<file path="src/rtl/tile_mem_pkg.sv">
// Shared types and helpers for the tile data RAM arbiter.
package tile_mem_pkg;

    // Owner of the RAM access that is currently in its read-data cycle
    typedef enum logic [1:0] {
        NONE    = 2'd0,
        HOST_RD = 2'd1,
        HOST_WR = 2'd2,
        CORE    = 2'd3
    } owner_t;

    // Host writes always cover the full word
    localparam logic [3:0] BE_FULL = 4'hF;

    // Requester positions in the round-robin request/grant vectors
    localparam int unsigned REQ_HOST = 0;
    localparam int unsigned REQ_CORE = 1;

    // Byte address to word address; callers keep only the RAM's low bits
    function automatic logic [31:0] word_addr(input logic [31:0] byte_addr);
        return byte_addr >> 2;
    endfunction

endpackage

</file>
<file path="src/rtl/Register.sv">
// Generic D flop bank with synchronous active-high reset to a fixed value.
module Register #(
    parameter int               WIDTH       = 1,
    parameter logic [WIDTH-1:0] RESET_VALUE = '0
) (
    input  logic             clock,
    input  logic             reset,
    input  logic [WIDTH-1:0] d,
    output logic [WIDTH-1:0] q
);

    // Reset wins over the next-state value on the rising edge
    always_ff @(posedge clock) begin
        if (reset) begin
            q <= RESET_VALUE;
        end else begin
            q <= d;
        end
    end

endmodule

</file>
<file path="src/rtl/tile_mem_rr_arb.sv">
// Two-requester round-robin arbiter; the 'last' bit remembers who was served last.
module tile_mem_rr_arb
    import tile_mem_pkg::*;
(
    input  logic       clock,
    input  logic       reset,
    input  logic [1:0] req,
    input  logic       adv,
    output logic [1:0] gnt
);

    logic lastD;
    logic lastQ;

    // On a tie the requester that was not served last wins; 'last' moves only on a grant
    always_comb begin
        gnt   = req;
        lastD = lastQ;
        if (req == 2'b11) begin
            gnt = lastQ ? 2'b01 : 2'b10;
        end
        if (adv && (gnt != 2'b00)) begin
            lastD = gnt[REQ_CORE];
        end
    end

    // Reset to "core served last" so the host wins the first tie
    Register #(.WIDTH(1), .RESET_VALUE(1'b1)) lastReg (
        .clock (clock),
        .reset (reset),
        .d     (lastD),
        .q     (lastQ)
    );

endmodule

</file>
<file path="src/rtl/tile_mem_arbiter.sv">
// Shares one single-port tile RAM between the host CSR port and the core load/store port.
module tile_mem_arbiter
    import tile_mem_pkg::*;
#(
    parameter int ADDR_WIDTH = 12,
    parameter int DATA_WIDTH = 32
) (
    input  logic                  Clock,
    input  logic                  Reset,
    input  logic                  host_strobe,
    input  logic                  host_en,
    input  logic                  host_we,
    input  logic [31:0]           host_addr,
    input  logic [DATA_WIDTH-1:0] host_din,
    output logic [DATA_WIDTH-1:0] host_dout,
    output logic                  host_ack,
    output logic                  host_busy,
    output logic                  host_overrun,
    input  logic                  core_req,
    input  logic                  core_we,
    input  logic [3:0]            core_be,
    input  logic [31:0]           core_addr,
    input  logic [DATA_WIDTH-1:0] core_wdata,
    output logic                  core_gnt,
    output logic                  core_rvalid,
    output logic [DATA_WIDTH-1:0] core_rdata,
    output logic                  ram_en,
    output logic [3:0]            ram_we,
    output logic [ADDR_WIDTH-1:0] ram_addr,
    output logic [DATA_WIDTH-1:0] ram_wdata,
    input  logic [DATA_WIDTH-1:0] ram_rdata
);

    if (DATA_WIDTH != 32) begin : gen_bad_data_width
        $error("tile_mem_arbiter: DATA_WIDTH must be 32");
    end

    logic                  pendD,     pendQ;
    logic                  pendWeD,   pendWeQ;
    logic [ADDR_WIDTH-1:0] pendAddrD, pendAddrQ;
    logic [DATA_WIDTH-1:0] pendDinD,  pendDinQ;
    logic                  overrunD,  overrunQ;
    logic [1:0]            tagD,      tagQRaw;
    logic [DATA_WIDTH-1:0] hostDoutD, hostDoutQ;
    owner_t                tagQ;

    logic [31:0]           hostWordFull;
    logic [31:0]           coreWordFull;
    logic [1:0]            arbReq;
    logic [1:0]            arbGnt;
    logic                  hostGrant;
    logic                  coreGrant;
    logic                  hostCapture;
    logic                  hostAccept;
    logic                  hostTag;
    logic                  unusedAddrBits;

    assign hostWordFull   = word_addr(host_addr);
    assign coreWordFull   = word_addr(core_addr);
    assign unusedAddrBits = ^{hostWordFull[31:ADDR_WIDTH], coreWordFull[31:ADDR_WIDTH]};

    assign tagQ = owner_t'(tagQRaw);

    // Nothing reaches the RAM while reset is held, so a reset cycle issues no access
    assign arbReq[REQ_HOST] = pendQ & ~Reset;
    assign arbReq[REQ_CORE] = core_req & ~Reset;

    tile_mem_rr_arb rrArb (
        .clock (Clock),
        .reset (Reset),
        .req   (arbReq),
        .adv   (~Reset),
        .gnt   (arbGnt)
    );

    assign hostGrant = arbGnt[REQ_HOST];
    assign coreGrant = arbGnt[REQ_CORE];

    // A new host command is taken if the slot is free or is being drained this very cycle
    assign hostCapture = host_strobe & host_en;
    assign hostAccept  = hostCapture & (~pendQ | hostGrant);

    // Next state for the pending host request, overrun flag and response owner tag
    always_comb begin
        pendD     = pendQ;
        pendWeD   = pendWeQ;
        pendAddrD = pendAddrQ;
        pendDinD  = pendDinQ;
        overrunD  = overrunQ;
        tagD      = NONE;
        if (hostGrant) begin
            pendD = 1'b0;
        end
        if (hostAccept) begin
            pendD     = 1'b1;
            pendWeD   = host_we;
            pendAddrD = hostWordFull[ADDR_WIDTH-1:0];
            pendDinD  = host_din;
        end else if (hostCapture) begin
            overrunD = 1'b1;
        end
        if (hostGrant) begin
            tagD = pendWeQ ? HOST_WR : HOST_RD;
        end else if (coreGrant) begin
            tagD = CORE;
        end
    end

    // Drive the RAM port from whichever requester holds the grant
    always_comb begin
        ram_en    = 1'b0;
        ram_we    = 4'h0;
        ram_addr  = '0;
        ram_wdata = '0;
        if (hostGrant) begin
            ram_en    = 1'b1;
            ram_we    = pendWeQ ? BE_FULL : 4'h0;
            ram_addr  = pendAddrQ;
            ram_wdata = pendDinQ;
        end else if (coreGrant) begin
            ram_en    = 1'b1;
            ram_we    = core_we ? core_be : 4'h0;
            ram_addr  = coreWordFull[ADDR_WIDTH-1:0];
            ram_wdata = core_wdata;
        end
    end

    // A completing host read shows its data immediately and is then held
    assign hostDoutD = (tagQ == HOST_RD) ? ram_rdata : hostDoutQ;
    assign hostTag   = (tagQ == HOST_RD) || (tagQ == HOST_WR);

    Register #(.WIDTH(1))          pendReg     (.clock(Clock), .reset(Reset), .d(pendD),     .q(pendQ));
    Register #(.WIDTH(1))          pendWeReg   (.clock(Clock), .reset(Reset), .d(pendWeD),   .q(pendWeQ));
    Register #(.WIDTH(ADDR_WIDTH)) pendAddrReg (.clock(Clock), .reset(Reset), .d(pendAddrD), .q(pendAddrQ));
    Register #(.WIDTH(DATA_WIDTH)) pendDinReg  (.clock(Clock), .reset(Reset), .d(pendDinD),  .q(pendDinQ));
    Register #(.WIDTH(1))          overrunReg  (.clock(Clock), .reset(Reset), .d(overrunD),  .q(overrunQ));
    Register #(.WIDTH(2))          tagReg      (.clock(Clock), .reset(Reset), .d(tagD),      .q(tagQRaw));
    Register #(.WIDTH(DATA_WIDTH)) hostDoutReg (.clock(Clock), .reset(Reset), .d(hostDoutD), .q(hostDoutQ));

    // Responses are suppressed while reset is held so an in-flight access never completes
    assign core_gnt     = coreGrant;
    assign host_ack     = ~Reset & hostTag;
    assign host_busy    = ~Reset & (pendQ | hostTag);
    assign host_overrun = ~Reset & overrunQ;
    assign host_dout    = Reset ? '0 : hostDoutD;
    assign core_rvalid  = ~Reset & (tagQ == CORE);
    assign core_rdata   = core_rvalid ? ram_rdata : '0;

endmodule
</file>
<file path="config.mk">
export PLATFORM = sky130hd
export DESIGN_NAME = tile_mem_arbiter
export DESIGN_NICKNAME = d
export VERILOG_FILES = /design/src/rtl/tile_mem_pkg.sv /design/src/rtl/Register.sv /design/src/rtl/tile_mem_rr_arb.sv /design/src/rtl/tile_mem_arbiter.sv
export SDC_FILE = /design/constraint.sdc
export NUM_CORES = 1
export LEC_CHECK = 0
export ABC_AREA = 1
export CORE_ASPECT_RATIO = 1.25
export CORE_UTILIZATION = 30
export DETAILED_ROUTE_END_ITERATION = 6
export PLACE_DENSITY = 0.64
export SLEW_MARGIN = 20
export SYNTH_ARGS = -nofsm -noshare
export SYNTH_HDL_FRONTEND = slang
export SYNTH_HIERARCHICAL = 1
export SYNTH_SLANG_ARGS = --single-unit
</file>
<file path="constraint.sdc">
create_clock -name Clock -period 5.16 [get_ports Clock]
set_clock_uncertainty 0.05 [all_clocks]
set_input_delay 1.032 -clock Clock [delete_from_list [all_inputs] [get_ports Clock]]
set_output_delay 1.032 -clock Clock [all_outputs]
set_load 0.01 [all_outputs]
</file>
* Word-level counts from Yosys, hierarchy flattened
Cells that the tools add are included.
** Operators by class
- Add/subtract/negate cells :: 0
- Multipliers :: 0
- Divide/modulo/power cells :: 0
- Order comparisons :: 0
- Equal/unequal tests :: 4
- Shifts and indexed selects :: 0
- Mux-type cells :: 20
- Bitwise logic cells :: 13
- Reduce and logical (&&, ||, !) cells :: 5
** Operators by type and width (number)
- $mux W32 :: 5
- $mux W12 :: 2
- $mux W4 :: 4
- $mux W2 :: 5
- $and A1 B1 Y1 :: 8
- $eq A2 B2 Y1 const B :: 3
- $mux W1 :: 4
- $reduce_bool A2 Y1 :: 2
- $not A1 Y1 :: 3
- $eq A2 B1 Y1 const B :: 1
- $or A1 B1 Y1 :: 2
- $reduce_and A2 Y1 :: 1
- $logic_and A1 B1 Y1 :: 1
- $logic_or A1 B1 Y1 :: 1
** Storage, ports and cells
- Bits in registers :: 82
- Latch bits :: 0
- Memory bits (writable) :: 0
- Bits in read-only memories :: 0
- Input port bits :: 171
- Memories :: 0

* Longest topological paths before layout
- Word-level depth :: 8
- Mapped depth :: 12
- Mapped depth without buffers :: 10

* Hierarchy
Netlist, hierarchy kept.
** Modules (own cells, without submodules)
- tile_mem_arbiter :: times used 1, cells an instance 536, area an instance 2284.7 µm², sequential area each 0.0 µm²
- Register (hostDoutReg ...) :: times used 2, cells an instance 99, area an instance 914.6 µm², sequential area each 640.6 µm²
- Register (pendAddrReg) :: times used 1, cells an instance 37, area an instance 341.6 µm², sequential area each 240.2 µm²
- Register (overrunReg ...) :: times used 3, cells an instance 3, area an instance 30.0 µm², sequential area each 20.0 µm²
- Register (tagReg) :: times used 1, cells an instance 6, area an instance 55.1 µm², sequential area each 40.0 µm²
- tile_mem_rr_arb :: times used 1, cells an instance 7, area an instance 35.0 µm², sequential area each 0.0 µm²
- Register (rrArb.lastReg) :: times used 1, cells an instance 4, area an instance 31.3 µm², sequential area each 20.0 µm²

* Worst setup path before layout
Ideal clock, no wire load.
- Path kind :: input -> output
- Start point :: in Reset
- End point :: out ram_we[0]
- Arrival :: 2.522 ns
- Setup slack :: 1.556 ns
- Cell stages on the path :: 7
- Buffers on the path :: 3
- Path through :: buf_2 -> buf_2 -> nor2_1 -> a21boi_0 -> buf_2 -> nand2_1 -> o21ai_0
** Between the ends
- Longest elaborated chain between the ends :: 6
- Elaborated cells between the ends (all ways) :: 7
- Classes of those cells :: eq/ne: 1; mux: 3; bitwise: 3
** Ends and longest elaborated chain
- from (decl) :: line tile_mem_arbiter.sv:9 : input logic Reset,
- $not A1 Y1 * :: line tile_mem_arbiter.sv:66 : assign arbReq[REQ_CORE] = core_req & ~Reset;
- $and A1 B1 Y1 * :: line tile_mem_arbiter.sv:66
- named net arbReq[1] :: line tile_mem_arbiter.sv:49 : logic [1:0] arbReq;
- $eq A2 B2 Y1 :: line tile_mem_rr_arb.sv:19 : if (req == 2'b11) begin
- $mux W2 * :: line tile_mem_rr_arb.sv:19
- named net core_gnt :: line tile_mem_arbiter.sv:24 : output logic core_gnt,
- $mux W4 * :: line tile_mem_arbiter.sv:120 : end else if (coreGrant) begin
- $mux W4 * :: line tile_mem_arbiter.sv:115 : if (hostGrant) begin
- to (decl) :: line tile_mem_arbiter.sv:28 : output logic [3:0] ram_we,
The timed path passes the listed nets; every way through them passes the cells marked *.

* Final worst setup path
- Start point :: in core_req
- End point :: out ram_wdata[13]
** Between the ends
- Longest elaborated chain between the ends :: 5
** Ends and longest elaborated chain
- from (decl) :: line tile_mem_arbiter.sv:19 : input logic core_req,
- $and A1 B1 Y1 * :: line tile_mem_arbiter.sv:66
- named net arbReq[1] :: line tile_mem_arbiter.sv:49
- $eq A2 B2 Y1 :: line tile_mem_rr_arb.sv:19
- $mux W2 * :: line tile_mem_rr_arb.sv:19
- $mux W32 :: line tile_mem_arbiter.sv:120
- $mux W32 * :: line tile_mem_arbiter.sv:115
- to (decl) :: line tile_mem_arbiter.sv:30 : output logic [DATA_WIDTH-1:0] ram_wdata,
Marks and branches as above.

==> flow_metrics.tcl <==
set metrics [dict create \
    synth_warnings 6 \
    p_per_area_mw_per_mm2 223 \
    r2r_setup_slack_ns 2.54 \
    p_leak_nw 3.51 \
    cts_hold_buf 0 \
    wl_per_cell_um 11.8 \
    max_cap_viol_count 0 \
    clock-sinks 82 \
    vias_per_cell 4.28 \
    maxSlewViolCount 0 \
    cts_buffers 9 \
    grt_usage_pct 18.3 \
    grt_start_max_net_pins 59 \
    rr_endpoint "pendDinReg/q[4]$_SDFF_PP0_" \
    io_pins 289 \
    htreeDepth 3 \
    cts_resized 0 \
    syn_nets 970 \
    cp_slowest_cell "clkdlybuf4s50_1" \
    first_global_vias 4917 \
    finalCriticalPeriod_ns 4.37 \
    critPathBufInv 4 \
    ant_nets 0 \
    slowest_delay_ns 0.53 \
    die_w_um 114 \
    synth_cell_types 20 \
    synth_seq_cells 82 \
    relSlewSlack_pct 43.4 \
    hold_viol_final 0 \
    final.period_utilization_pct 84.7 \
    finalPower_mw 1.67 \
    drt_iter0_drc 272 \
    portBuffers 248 \
    yosysMostFrequentCell "nand2_1" \
    finalNetCount 1189 \
    synth_edf_count 0 \
    antenna_found_initial 0 \
    ys_seq_area_share_pct 35.2 \
    p_comb_share_pct 21.9 \
    rsz0062_at_grt "false" \
    clockRootBuffer "clkbuf_16" \
    grt_first_pass_wirelength_um 23600 \
    area_growth_pct 60.3 \
    clk_latency_ns 0.33 \
    path_depth 8 \
    syn-cell-area_mm2 0.00467 \
    cp_max_fo 36 \
    end_kind "primary output" \
    place.gp.congestion 0.720 \
    clkPwrFrac_pct 37.7 \
    core_area_mm2 0.0151 \
    cpMostUsedCell "clkdlybuf4s50_1" \
    status "finished clean" \
    min_path_type "reg2reg" \
    drive_gt1_share_pct 3.33 \
    vias 5258 \
    setup-tns-final_ns 0 \
    pwr-share-seq_pct 40.5 \
    die_h_um 141 \
    cp_cell_sequence "clkdlybuf4s50_1 -> inv_1 -> nor2_1 -> a21boi_4 -> buf_12 -> nand3_1 -> nand2_1 -> clkdlybuf4s50_1" \
    cp-start-kind "input pin" \
    arrival_ns 3.29 \
    min-delay-start "pendDinReg/q[6]$_SDFF_PP0_" \
    irDropWorstVdd_v 0.000123 \
    syn_avg_cell_area_um2 5.86 \
    clock_path_buffers 2 \
    cp-startpoint "core_req" \
    endpoint "ram_wdata[13]" \
    overflow 0 \
    place_hpwl_um 10100 \
    timing.rr.start "pendReg/q$_SDFF_PP0_" \
    path_delay_family "buffers and inverters" \
    path_clk_slew_ns 0.06 \
    initial_core_util_pct 31.0 \
    crit_type "in2out" \
    netlist.area_leader.share_pct 35.2 \
    antenna_cells 0 \
    ys.flop_type "dfxtp_1" \
    postSynthCellCount 797 \
    async_reset_ff_share_pct 0 \
    swShare_pct 26.2 \
    nFillCells 1564 \
    synth_common_cells "nand2_1, inv_1, nor2_1" \
    rows 50 \
    synthTopCellsByArea "dfxtp_1, nand2_1, inv_1, nand3_1, nor2_1" \
    yosys.area.top_type "dfxtp_1" \
    internal_power_mw 1.23 \
    tightest_slew_ns 0.848 \
    p_sw_mw 0.436 \
    setup_viol 0 \
    r2r_cells 11 \
    drc 0 \
    cp.required_ns 4.08 \
    fp.dieArea_mm2 0.0161 \
    post_cts_buffers 0 \
    drt_wl_total_um 14500 \
    firstDrtPassIters 4 \
    fmax_mhz 229 \
    cts_tree "done" \
]
## cells by family after synthesis
group                      after synthesis  share of synthesized area [%]
DFF                                     82                           35.2
buffers and inverters                  174                           16.9
AOI/OAI and AO/OA                       41                           4.50
adders and majority gates                2                          0.536
and+or+nand+nor                        498                           42.9
## final cells by class
cell class	instances	area, um2	area share [%]
well taps	208	260	3.48
repair buffers	257	2560	34.2
flip-flops and latches	82	1640	21.9
clock inverters	4	52.6	0.703
multi-input cells	541	2260	30.2
clock buffers	12	236	3.16
inverters	125	469	6.27
## power groups by stage
stage | Combinational [mW] | Sequential [mW] | Clock, mW
after floorplan | 0.177 | 0.685 | 0
after global routing | 0.405 | 0.677 | 0.685
after detailed placement | 0.367 | 0.688 | 0
final | 0.364 | 0.674 | 0.628
after CTS | 0.369 | 0.674 | 0.657
after global placement | 0.364 | 0.687 | 0
## per-layer routing
| metal | vias up | global-route usage [%] | wire [um] |
|---|---|---|---|
| met5 | - | 0 | 0 |
| met3 | 8 | 5.64 | 1060 |
| met1 | 2264 | 20.1 | 6260 |
| met2 | 179 | 33.9 | 7070 |
| li1 | 2807 | - | - |
| met4 | 0 | 4.16 | 115 |
## layout by cell type, fill, tap and decap left out, drive strengths merged
cell and count:
nand2 290, clkdlybuf4s50 247, inv 125, nor2 117
nand3 90, dfxtp 82, a21oi 33, clkbuf 12
buf 10, o21ai 6, clkinvlp 3, ha 2
a21boi 2, or2 1, bufinv 1
## tightest hold or removal path: cells and delay by family, from the launching register on
kind | cells | cell delay [ns]
AND/OR/NAND/NOR | 3 | 0.13
flip-flops | 1 | 0.31
buffers and inverters | 1 | 0.04
## sequential cells by signal, summed over array words and instances (netlist names)
register	flops
hostDoutReg/q	32
overrunReg/q	1
pendAddrReg/q	12
pendDinReg/q	32
pendReg/q	1
pendWeReg/q	1
rrArb/lastReg/q	1
tagReg/q	2
## stage by stage
| stage | instances | setup slack (ns) | instance area (um2) | utilization [%] | hold slack, ns |
|---|---|---|---|---|---|
| CTS | 1229 | 0.757 | 7480 | 49.6 | 0.469 |
| detailed placement | 1213 | 0.779 | 7190 | 47.7 | 0.455 |
| floorplan | 797 | 1.56 | 4670 | - | 0.441 |
| finish | 1229 | 0.788 | 7480 | 49.6 | 0.467 |
| global route | 1229 | 0.632 | 7480 | 49.6 | 0.498 |
| global placement | 1213 | 0.825 | 7190 | 47.7 | 0.454 |
## worst min-delay path by stage
stage | cells after the start | slack, ns | end
after floorplan | 4 | 0.44 | pendAddrReg/q[10]$_SDFF_PP0_
after global placement | 4 | 0.45 | pendDinReg/q[16]$_SDFF_PP0_
after detailed placement | 4 | 0.46 | pendDinReg/q[8]$_SDFF_PP0_
after CTS | 4 | 0.47 | pendDinReg/q[8]$_SDFF_PP0_
after global routing | 4 | 0.50 | pendAddrReg/q[11]$_SDFF_PP0_
final | 4 | 0.47 | pendDinReg/q[6]$_SDFF_PP0_
Power figures use the tool's default switching activity.
